===== src/rtl/usr_pkg.sv =====
// Shared mode encodings for the universal shift register.
package usr_pkg;

  localparam logic [2:0] MODE_HOLD = 3'b000;
  localparam logic [2:0] MODE_LOAD = 3'b001;
  localparam logic [2:0] MODE_SHL  = 3'b010;
  localparam logic [2:0] MODE_SHR  = 3'b011;
  localparam logic [2:0] MODE_ROL  = 3'b100;
  localparam logic [2:0] MODE_ROR  = 3'b101;
  localparam logic [2:0] MODE_ASR  = 3'b110;
  localparam logic [2:0] MODE_CLR  = 3'b111;

endpackage


===== src/rtl/dff_arst.sv =====
// Single storage bit with asynchronous active-high reset to RV and a complementary output.
module dff_arst #(
  parameter logic RV = 1'b0
) (
  input  logic CLK,
  input  logic RST,
  input  logic D,
  output logic Q,
  output logic Qn
);

  // Capture D on the rising edge; reset takes effect immediately.
  always_ff @(posedge CLK or posedge RST) begin
    if (RST) Q <= RV;
    else     Q <= D;
  end

  assign Qn = ~Q;

endmodule


===== src/rtl/universal_shift_register.sv =====
// N-bit register with per-cycle mode select built from dff_arst cells.
// The top level only forms the next-state value and the zero flag.
module universal_shift_register
  import usr_pkg::*;
#(
  parameter int              WIDTH       = 8,
  parameter logic [WIDTH-1:0] RESET_VALUE = '0
) (
  input  logic             CLK,
  input  logic             RST,
  input  logic             EN,
  input  logic [2:0]       MODE,
  input  logic [WIDTH-1:0] D,
  input  logic             SI_LSB,
  input  logic             SI_MSB,
  output logic [WIDTH-1:0] Q,
  output logic [WIDTH-1:0] Qn,
  output logic             SO_MSB,
  output logic             SO_LSB,
  output logic             ZERO
);

  if (WIDTH < 2) begin : g_bad_width
    $error("universal_shift_register: WIDTH must be at least 2");
  end

  logic [WIDTH-1:0] nxt;

  // Next-state selection; EN low or HOLD keeps the current value.
  always_comb begin
    nxt = Q;
    if (EN) begin
      case (MODE)
        MODE_HOLD: nxt = Q;
        MODE_LOAD: nxt = D;
        MODE_SHL:  nxt = {Q[WIDTH-2:0], SI_LSB};
        MODE_SHR:  nxt = {SI_MSB, Q[WIDTH-1:1]};
        MODE_ROL:  nxt = {Q[WIDTH-2:0], Q[WIDTH-1]};
        MODE_ROR:  nxt = {Q[0], Q[WIDTH-1:1]};
        MODE_ASR:  nxt = {Q[WIDTH-1], Q[WIDTH-1:1]};
        MODE_CLR:  nxt = '0;
        default:   nxt = Q;
      endcase
    end
  end

  for (genvar i = 0; i < WIDTH; i++) begin : g_bit
    dff_arst #(.RV(RESET_VALUE[i])) u_bit (
      .CLK (CLK),
      .RST (RST),
      .D   (nxt[i]),
      .Q   (Q[i]),
      .Qn  (Qn[i])
    );
  end

  assign SO_MSB = Q[WIDTH-1];
  assign SO_LSB = Q[0];
  assign ZERO   = ~|Q;

endmodule


===== config.mk =====
export PLATFORM = sky130hd
export DESIGN_NAME = universal_shift_register
export DESIGN_NICKNAME = d
export VERILOG_FILES = /design/src/rtl/usr_pkg.sv /design/src/rtl/dff_arst.sv /design/src/rtl/universal_shift_register.sv
export SDC_FILE = /design/constraint.sdc
export NUM_CORES = 1
export LEC_CHECK = 0
export BUFFER_PORTS_ARGS = -buffer_cell sky130_fd_sc_hd__buf_2
export CELL_PAD_IN_SITES_DETAIL_PLACEMENT = 0
export CELL_PAD_IN_SITES_GLOBAL_PLACEMENT = 1
export CORE_MARGIN = 3
export CORE_UTILIZATION = 34
export DETAILED_ROUTE_END_ITERATION = 10
export PLACE_DENSITY_LB_ADDON = 0.1
export RECOVER_POWER = 50
export SLEW_MARGIN = 20
export SYNTH_ARGS = -nofsm -noshare
export SYNTH_HDL_FRONTEND = slang
export SYNTH_SLANG_ARGS = --single-unit

===== constraint.sdc =====
create_clock -name CLK -period 2.68 [get_ports CLK]
set_clock_uncertainty 0.15 [all_clocks]
set_input_delay 0.134 -clock CLK [delete_from_list [all_inputs] [get_ports CLK]]
set_output_delay 0.134 -clock CLK [all_outputs]
set_load 0.01 [all_outputs]

* Yosys cells after proc, flatten, opt, wreduce, memory -nomap -nowiden
Index checks and enable logic that the tools add are counted.
Cells by class: equal/unequal tests 7, mux-type cells 1, bitwise operators 10, reductions and logical operators 5
Operators with widths (number):
- case mux 8 bit (7 select lines) | 1
- == test 3 bit, second input constant | 4
- NOT 1 bit | 10
- OR reduction 8 bit | 1
- == test 3 x 2 -> 1 bit, second input constant | 2
- == test 3 x 1 -> 1 bit, second input constant | 1
- logical NOT 3 bit | 1
- AND reduction 3 bit | 1
- AND reduction 2 bit | 1
- logical NOT 1 bit | 1
Word-level totals: register bits 8, output and inout port bits 19

* Logic depth before layout (Yosys ltp)
Gate-level depths: netlist of run 1.
depth after elaboration 3, depth in mapped cells 6

* Modules after synthesis
A second synthesis of run 1 with hierarchy kept.
Unflattened totals: cells, all modules 95, area, all modules 764.5 um2
Modules (own cells, without submodules):
- universal_shift_register | instances 1, cells an instance 71, area each 504.2 um2
- dff_arst | instances 8, cells an instance 3, area each 32.5 um2

* Worst setup path before layout of run 1
OpenSTA, ideal clock, no wires.
kind flip-flop to flip-flop, from register g_bit[7].u_bit.Q, to register g_bit[6].u_bit.Q, arrival 963 ps, required time 2402 ps, slack 1439 ps, stages on the path, launching flop included 5, clock period less this slack 1241 ps, cell sequence dfrtp_1 -> nand2_1 -> o21ai_0 -> a221oi_1 -> o31ai_2
Between the ends: word-level cells in the longest chain between the ends 1
RTL lines:
- from (decl) | line dff_arst.sv:8 | output logic Q,
- from (signal assigned) | line dff_arst.sv:14 | if (RST) Q <= RV;
- from (signal assigned) | line dff_arst.sv:15 | else Q <= D;
- case mux 8 bit (7 select lines) | line universal_shift_register.sv:33 | case (MODE)
- to (signal assigned) | line dff_arst.sv:14
- to (signal assigned) | line dff_arst.sv:15
- to (decl) | line dff_arst.sv:8
Every way passes these cells. A chain may end at the register's enable or synchronous reset.

* Worst setup path after layout of run 1
from register g_bit[0].u_bit.Q, to output ZERO
Between the ends: word-level cells in the longest chain between the ends 2
RTL lines:
- from (decl) | line dff_arst.sv:8
- from (signal assigned) | line dff_arst.sv:14
- from (signal assigned) | line dff_arst.sv:15
- OR reduction 8 bit | line universal_shift_register.sv:59 | assign ZERO = ~|Q;
- logical NOT 1 bit | line universal_shift_register.sv:59
- to (decl) | line universal_shift_register.sv:20 | output logic ZERO
Every way passes these cells.

==> results of run 1 <==
[area by class of cell]
cell class / count / area share [%]
inverters: 10 / 4.53
flip-flops and latches: 8 / 24.2
clock buffers: 3 / 2.72
well taps: 27 / 4.08
multi-input cells: 60 / 44.1
repair buffers: 35 / 20.4
[per-layer routing]
layer / global-route usage [%] / wire length, µm
met5: 0 / 0
met4: 7.66 / 14
met3: 2.77 / 161
met2: 22.7 / 809
met1: 20.4 / 896
[metrics by stage]
| step | setup slack [ns] | cell area, µm² | hold WS [ns] | std cells |
|---|---|---|---|---|
| detailed placement | 1.18 | 807 | -0.0344 | 139 |
| global route | 1.16 | 828 | 0.0321 | 143 |
| CTS | 1.25 | 840 | 0.0193 | 143 |
| global placement | 1.19 | 807 | -0.0324 | 139 |
| floorplan | 1.44 | 769 | -0.200 | 99 |
| finish | 1.25 | 828 | 0.0216 | 143 |
[cell usage after synthesis (2+ instances only)]
master	count	share of area (%)
o21ai_0	8	5.2
dfrtp_1	8	26
nand4_1	2	1.6
inv_1	10	4.9
buf_6	3	4.4
nand2_1	14	6.8
a221oi_1	6	6.8
buf_4	17	17
a21oi_1	2	1.3
nor2_1	10	4.9
o31ai_1	5	4.9
o31ai_2	2	3.3
[power by group]
part | switching, µW | internal, µW
Combinational | 109 | 75.0
Sequential | 31.0 | 142
Clock | 40.3 | 51.2
Total | 180 | 268
[how the worst max path moves through the flow]
stage	from	end	slack, ns	cells after the start
finish	g_bit[0].u_bit.Q$_DFFE_PP0P_	ZERO	1.25	4
global route	g_bit[1].u_bit.Q$_DFFE_PP0P_	ZERO	1.16	4
CTS	g_bit[1].u_bit.Q$_DFFE_PP0P_	ZERO	1.25	4
detailed placement	MODE[0]	g_bit[5].u_bit.Q$_DFFE_PP0P_	1.18	4
global placement	MODE[0]	g_bit[6].u_bit.Q$_DFFE_PP0P_	1.19	4
floorplan	g_bit[7].u_bit.Q$_DFFE_PP0P_	g_bit[6].u_bit.Q$_DFFE_PP0P_	1.44	4
[cells by family (layout without fill, tap and decap cells)]
logic type / count (synthesis) / count (layout)
flip-flops: 8 / 8
AND/OR/NAND/NOR: 32 / 32
AO/OA/AOI/OAI: 28 / 28
buffers and inverters: 31 / 48
[placed cells by master (no fill, tap or decap), types with 3 or more instances in the layout]
cell and instances:
o31ai_1 5, o21ai_0 8, a221oi_1 6, nor2_1 10
nand2_1 14, buf_2 25, inv_1 10, clkbuf_4 3
clkbuf_1 9, dfrtp_1 8
[what timing repair did]
item | CTS | global route
setup buffers | 0 | 0
hold buffers | 1 | 0
endpoints found under the hold margin | 8 | 0
[worst reg2reg max path, stage by stage (launching register included)]
cell and delay (ns):
dfrtp_1 0.42, inv_1 0.16, o21ai_0 0.11, a221oi_1 0.29, o31ai_1 0.11
==> flow_summary.yaml, run 1 <==
floorplanning:
  num_rows: 16
  initial_core_util_pct: 37.7
  fp.dieW_um: 53.6
  die_area_um2: 2870
  ios: 35
  die_h_um: 53.6
  core_area_um2: 2040
yosys:
  ys_seq_area_share_pct: 26.0
  synth.avg_cell_area_um2: 7.77
  synth_xor_xnor_area_share_pct: 0
  synth_fa_ha_area_share_pct: 0
  syn_area_um2: 769
  ys_types: 24
  synth-async-reset-ratio_pct: 100
  synth_top_family_by_area: "compound AO/OA/AOI/OAI gates"
  synth_cells: 99
  yosysWarnings: 0
  synth_compound_area_share_pct: 29.1
  synth_enable_flop_cells: 0
  synthFlopType: "dfrtp_1"
  yosys.area_share.simple_pct: 18.4
  synth.mux.area_fraction_pct: 0
  ys_ff_latch: 8
  syn_nets: 115
route:
  drt_first_pass_iters: 4
  dr_total_vias: 724
  viasPerCell: 5.06
  ant_nets: 0
  wl_per_cell_um: 13.2
  drc_errors: 0
  drt_wl_total_um: 1880
  detail_route.iter0.violations: 21
setup_path:
  arrival_ns: 1.15
  critical_path_required_ns: 2.40
  path_cells: "inv_1, nand4_1, nor2_1, buf_2"
  crit_fanout: 5
  ff2ff_path_depth: 4
  crit_type: "register to primary output"
  r2r_start: "g_bit[0].u_bit.Q$_DFFE_PP0P_"
  rrSetupSlack_ns: 1.33
  crit_path_max_incr_delay_ns: 0.42
  startpoint_type: "register"
  worst-path-buf-inv: 2
  end_kind: "primary output"
  critPathTopFamily: "flip-flops"
  reg2reg_to: "g_bit[1].u_bit.Q$_DFFE_PP0P_"
  cp_slowest_cell: "dfrtp_1"
status:
  outcome: "finished, final reports clean"
clock_network:
  cts_tree: "yes"
  htreeDepth: 1
  clkSinkCount: 8
  cts_made_buffers: 3
  clkLatencyLatePin_ns: 0.25
  clock_path_buffers: 2
  root_buffer: "clkbuf_4"
  clk_pin_slew_ns: 0.05
  cts_resized: 0
finish:
  layout-drive-gt1-share_pct: 28.4
  reg.largest.list: "g_bit.u_bit.Q x8"
  largest_reg_flops: 8
  fin_nets: 134
  regArea_um2: 200
  nFillCells: 234
  fin_util_pct: 40.6
  largest-register: "g_bit.u_bit.Q"
  diodes: 0
  multi_input_area_um2: 365
  area_growth_pct: 7.64
sta:
  fin_tns_setup_ns: 0
  tightest_slew_ns: 0.464
  max_freq_mhz: 699
  slew_violations: 0
  fin_crit_sh_pct: 53.4
  hold_violations: 0
  post-route-min-period_ns: 1.43
  setup_viol: 0
  grt_setup_unrepaired: "no"
  slew_headroom_pct: 68.9
power_and_ir_drop:
  power.total_uw: 448
  peakVddDrop_mv: 0.258
  power.density_nw_per_um2: 541
  power_leakage_uw: 0.000382
hold_path:
  min_from: "D[2]"
  hold_depth: 3
  hp-class: "input port to register"
  min_to: "g_bit[2].u_bit.Q$_DFFE_PP0P_"
placement:
  routabilityCongestion: 0.803
  portBuffers: 34
  place_hpwl_um: 1420
grt:
  grt-ovfl-total: 0
  grt_max_degree: 22
  grtUsageTotal_pct: 15.1
  antenna_found_initial: 0
  grt_pass1_vias: 662
  grt_pass1_wl_um: 3040
flow_run:
  maxCapViolCount: 0
Power figures use the tool's default switching activity.
==> run 2, diff against run 1 <==
--- a/config.mk
+++ b/config.mk
@@ -9,7 +9,7 @@
 export CELL_PAD_IN_SITES_DETAIL_PLACEMENT = 0
 export CELL_PAD_IN_SITES_GLOBAL_PLACEMENT = 1
 export CORE_MARGIN = 3
-export CORE_UTILIZATION = 34
+export CORE_UTILIZATION = 28
 export DETAILED_ROUTE_END_ITERATION = 10
 export PLACE_DENSITY_LB_ADDON = 0.1
 export RECOVER_POWER = 50
==> constraint.sdc (replaced) <==
create_clock -name CLK -period 1.2 [get_ports CLK]
set_clock_uncertainty 0.15 [all_clocks]
set_input_delay 0.06 -clock CLK [delete_from_list [all_inputs] [get_ports CLK]]
set_output_delay 0.06 -clock CLK [all_outputs]
set_load 0.01 [all_outputs]
==> run 2 against run 1 <==
Clock power grew 150%. Wire length rose by 26%. Largest power group unchanged. Flip-flop and latch count stayed put. Sequential share of layout area shrank 9.8 points. Die area rose by 19%. Global-route usage fell by 0.57 points. Hold slack improved by 0.017 ns. The flow now finishes with violations (setup timing). Power increased to 3.3 times the previous value. Critical endpoint unchanged. Via count rose by 27%. Critical path depth up 1.
==> flow_summary.yaml, run 2 (synthesis gave the netlist of run 1 again) <==
status:
  outcome: "finished, violations left"
  violations: "setup timing"
route:
  detail_route.iter0.violations: 15
  dr_total_vias: 922
  viasPerCell: 4.66
  drt_wl_total_um: 2380
  wl_per_cell_um: 12.0
  drc_errors: 0
  wl_met1_um: 1020
  drt_first_pass_iters: 4
  ant_nets: 0
  wl_met2_um: 1210
  top_layer: "met4"
  dr_wl_met3_um: 132
power_and_ir_drop:
  power.density_nw_per_um2: 1070
  power.total_uw: 1500
  peakVddDrop_mv: 0.588
  power_leakage_uw: 0.000695
setup_path:
  critical_path_required_ns: 0.99
  ff2ff_path_depth: 5
  crit_type: "register to primary output"
  arrival_ns: 1.12
  r2r_start: "g_bit[5].u_bit.Q$_DFFE_PP0P_"
  reg2reg_to: "g_bit[4].u_bit.Q$_DFFE_PP0P_"
  crit_path_max_incr_delay_ns: 0.37
  startpoint_type: "register"
  path_cells: "inv_1, buf_4, nand4_1, nor2_1, buf_2"
  end_kind: "primary output"
  cp_slowest_cell: "dfrtp_1"
  rrSetupSlack_ns: -0.10
  crit_fanout: 2
  startpoint: "g_bit[4].u_bit.Q$_DFFE_PP0P_"
hold_path:
  min_to: "g_bit[7].u_bit.Q$_DFFE_PP0P_"
  hold_depth: 4
  hp-class: "input port to register"
  min_from: "MODE[2]"
sta:
  final.setup.worst_slack_ns: -0.126
  post-route-min-period_ns: 1.33
  fin_crit_sh_pct: 111
  grt_setup_unrepaired: "yes"
  fin_tns_setup_ns: -1.04
  fin_hold_ws_ns: 0.0391
  slew_headroom_pct: 71.1
  tightest_slew_ns: 0.433
  slew_violations: 0
  max_freq_mhz: 754
  hold_violations: 0
  setup_viol: 17
finish:
  fin_util_pct: 55.1
  largest_reg_flops: 8
  reg.largest.list: "g_bit.u_bit.Q x8"
  area_growth_pct: 82.1
  final_common_cell: "buf_4"
  largest-register: "g_bit.u_bit.Q"
  stdcell_count: 198
  layout-drive-gt1-share_pct: 61.9
  most-common-layout-cells: "buf_4, buf_2, buf_6, nand2_1"
  fin_nets: 185
  diodes: 0
floorplanning:
  fp.dieW_um: 58.4
  ios: 35
  initial_core_util_pct: 30.2
  die_area_um2: 3410
  die_h_um: 58.4
  num_rows: 18
  core_area_um2: 2540
grt:
  grt_pass1_wl_um: 3860
  grt_pass1_vias: 893
  grt_max_degree: 14
  grt-ovfl-total: 0
  antenna_found_initial: 0
  grtUsageTotal_pct: 14.5
clock_network:
  root_buffer: "clkbuf_4"
  clk_pin_slew_ns: 0.06
  htreeDepth: 1
  clock_path_buffers: 2
  clkLatencyLatePin_ns: 0.25
  clkSinkCount: 8
  cts_made_buffers: 3
  cts_tree: "yes"
flow_run:
  maxCapViolCount: 0
placement:
  dp.cells: 172
  place_hpwl_um: 1740
  routabilityCongestion: 0.789
  portBuffers: 34
-- run 2: cell types whose count changed in the layout (fill, tap and decap cells not counted), sizes merged --
cell / delta
dlygate4sd3: +9
clkbuf: -8
buf: +51
-- run 2: report_power, final --
part           total, µW  internal [µW]  leakage, µW  switching (µW)
Combinational        917            523     0.000580             394
Clock                226            128    0.0000150            98.2
Sequential           355            318    0.0000995            37.5
-- run 2: how the worst max path moves through the flow --
stage / cells after the start / slack [ns] / to
2_1_floorplan: 4 / -0.002 / g_bit[6].u_bit.Q$_DFFE_PP0P_
3_3_place_gp: 4 / -0.08 / g_bit[6].u_bit.Q$_DFFE_PP0P_
3_5_place_dp: 4 / -0.10 / g_bit[6].u_bit.Q$_DFFE_PP0P_
4_1_cts: 5 / -0.16 / ZERO
5_1_grt: 5 / -0.21 / ZERO
6_report: 5 / -0.13 / ZERO
-- run 2: critical path, delay by kind of cell (launching register included) --
| family | cells | cell delay, ns |
|---|---|---|
| and+or+nand+nor | 2 | 0.18 |
| buffers and inverters | 3 | 0.32 |
| DFF | 1 | 0.37 |
-- run 2: cell type report --
type	instances	area [µm²]
Clock buffer	4	26.3
Multi-Input combinational cell	60	427
Tap cell	30	37.5
Fill cell	275	1140
Inverter	10	37.5
Timing Repair Buffer	86	672
Sequential cell	8	201
-- run 2: per-stage QoR --
stage | setup WS, ns | area, µm²
floorplan | -0.00154 | 771
global placement | -0.0802 | 1050
detailed placement | -0.104 | 1050
CTS | -0.161 | 1320
global route | -0.215 | 1400
finish | -0.126 | 1400
-- run 2: repair_timing --
| item | CTS | global route |
|---|---|---|
| endpoints found under the setup margin | 14 | 18 |
| setup buffers | 8 | 5 |
| pin swaps | 14 | 10 |
| hold buffers | 10 | 0 |
| endpoints found under the hold margin | 16 | 0 |
| resized for setup | 26 | 16 |
-- run 2: per-layer routing --
layer	GRT usage (%)	vias up
met5	0	-
met4	4.97	0
met3	1.54	2
met2	25.5	25
met1	18.2	422
li1	-	473
==> run 3, diff against run 2 <==
--- a/config.mk
+++ b/config.mk
@@ -13,6 +13,7 @@
 export DETAILED_ROUTE_END_ITERATION = 10
 export PLACE_DENSITY_LB_ADDON = 0.1
 export RECOVER_POWER = 50
+export SKIP_CTS_REPAIR_TIMING = 1
 export SLEW_MARGIN = 20
 export SYNTH_ARGS = -nofsm -noshare
 export SYNTH_HDL_FRONTEND = slang
==> run 3 against run 2 <==
The run ends with hold timing, setup timing left. Power decreased by 4.3%. Critical path depth unchanged. Cell area decreased by 4.0%. Sequential share of layout area increased by 0.60 points. Count of clock-buffer cells in the layout unchanged. Sequential power increased by 3%. Cell count decreased by 1.5%. Flip-flop and latch count unchanged. Wire length decreased by 3.5%. Die area unchanged. Critical endpoint unchanged. Highest routed layer unchanged.
==> flow_summary.yaml, run 3 (synthesis gave the netlist of run 1 again) <==
placement:
  dpl_cell_area_um2: 1050
  routabilityCongestion: 0.789
  portBuffers: 34
  dp.cells: 172
  pre_cts_ws_ns: -0.104
  place_hpwl_um: 1740
floorplanning:
  initial_core_util_pct: 30.2
  die_h_um: 58.4
  ios: 35
  fp.dieW_um: 58.4
  die_area_um2: 3410
  num_rows: 18
  core_area_um2: 2540
grt:
  grt-ovfl-total: 0
  grt_max_degree: 14
  grtUsageTotal_pct: 12.4
  antenna_found_initial: 0
  grt_pass1_wl_um: 3310
  grt_pass1_vias: 776
setup_path:
  critical_path_required_ns: 0.99
  crit_type: "register to primary output"
  end_kind: "primary output"
  crit_fanout: 3
  startpoint_type: "register"
  arrival_ns: 1.16
flow_run:
  maxCapViolCount: 0
sta:
  final.setup.worst_slack_ns: -0.168
  grt_setup_unrepaired: "yes"
  setup_viol: 10
  slew_violations: 0
  tightest_slew_ns: 0.439
  slew_headroom_pct: 70.8
  post-route-min-period_ns: 1.37
  hold_violations: 1
  max_freq_mhz: 731
  fin_hold_ws_ns: -0.0193
  fin_crit_sh_pct: 114
clock_network:
  clock_path_buffers: 2
  clkSinkCount: 8
  root_buffer: "clkbuf_4"
  clkLatencyLatePin_ns: 0.25
  cts_made_buffers: 3
  clk_pin_slew_ns: 0.06
  htreeDepth: 1
  cts_tree: "yes"
route:
  drc_errors: 0
  dr_total_vias: 902
  wl_per_cell_um: 11.8
  detail_route.iter0.violations: 18
  drt_first_pass_iters: 4
  drt_wl_total_um: 2300
  ant_nets: 0
  viasPerCell: 4.63
hold_path:
  hp-class: "input port to register"
power_and_ir_drop:
  power.density_nw_per_um2: 1070
  power_leakage_uw: 0.000682
  power.total_uw: 1430
  peakVddDrop_mv: 0.567
finish:
  largest-register: "g_bit.u_bit.Q"
  area_growth_pct: 74.8
  reg.largest.list: "g_bit.u_bit.Q x8"
  fin_nets: 182
  most-common-layout-cells: "buf_2, buf_4, nand2_1, nor2_1, buf_6"
  diodes: 0
  layout-drive-gt1-share_pct: 63.0
  stdcell_count: 195
  stdcell_area_um2: 1350
  final_common_cell: "buf_2"
  largest_reg_flops: 8
status:
  violations: "hold timing, setup timing"
  outcome: "finished, violations left"
## run 3: report_power, final
| group | switching, µW | internal (µW) | total, µW |
|---|---|---|---|
| logic | 370 | 474 | 845 |
| registers | 47.1 | 318 | 365 |
| clock network | 97.1 | 128 | 225 |
| total | 515 | 920 | 1430 |
## run 3: path summary, 6_finish.rpt
path	slack, ns	depth (start not counted)	endpoint	start
worst max-delay path	-0.17	5	ZERO	g_bit[0].u_bit.Q$_DFFE_PP0P_
worst max register to register	-0.11	5	g_bit[1].u_bit.Q$_DFFE_PP0P_	g_bit[2].u_bit.Q$_DFFE_PP0P_
worst min register to register	0.47	3	g_bit[4].u_bit.Q$_DFFE_PP0P_	g_bit[4].u_bit.Q$_DFFE_PP0P_
worst min-delay path	-0.02	3	g_bit[4].u_bit.Q$_DFFE_PP0P_	D[4]
min in group asynchronous	0.19	3	g_bit[6].u_bit.Q$_DFFE_PP0P_	RST
max in group asynchronous	0.44	3	g_bit[7].u_bit.Q$_DFFE_PP0P_	RST
## run 3: routing by layer
layer / part of all wire (%) / track usage, % / vias up
li1: - / - / 464
met1: 44 / 17.3 / 413
met2: 49 / 19.3 / 23
met3: 5.8 / 1.54 / 2
met4: 1.0 / 4.97 / 0
met5: 0 / 0 / -
## run 3: cell type report
cell class,count,area (µm²)
Inverter,10,37.5
Sequential cell,8,201
Timing Repair Buffer,83,607
Clock buffer,4,26.3
Multi-Input combinational cell,60,435
Tap cell,30,37.5
Fill cell,290,1200
## run 3: worst max-delay path, cell delays in order, from the launching register on
cell and delay [ns]:
dfrtp_1 0.42, inv_2 0.09, buf_6 0.09, nand4_1 0.08, nor2_1 0.10, buf_2 0.13
## run 3: per-stage QoR
step / setup TNS, ns / util, % / hold WS (ns)
finish: -0.712 / 52.9 / -0.0193
global route: -1.42 / 52.9 / 0.0336
CTS: -0.876 / 42.3 / -0.385
detailed placement: -0.553 / 41.2 / -0.111
global placement: -0.435 / 41.2 / -0.110
floorplan: -0.00154 / - / -0.274
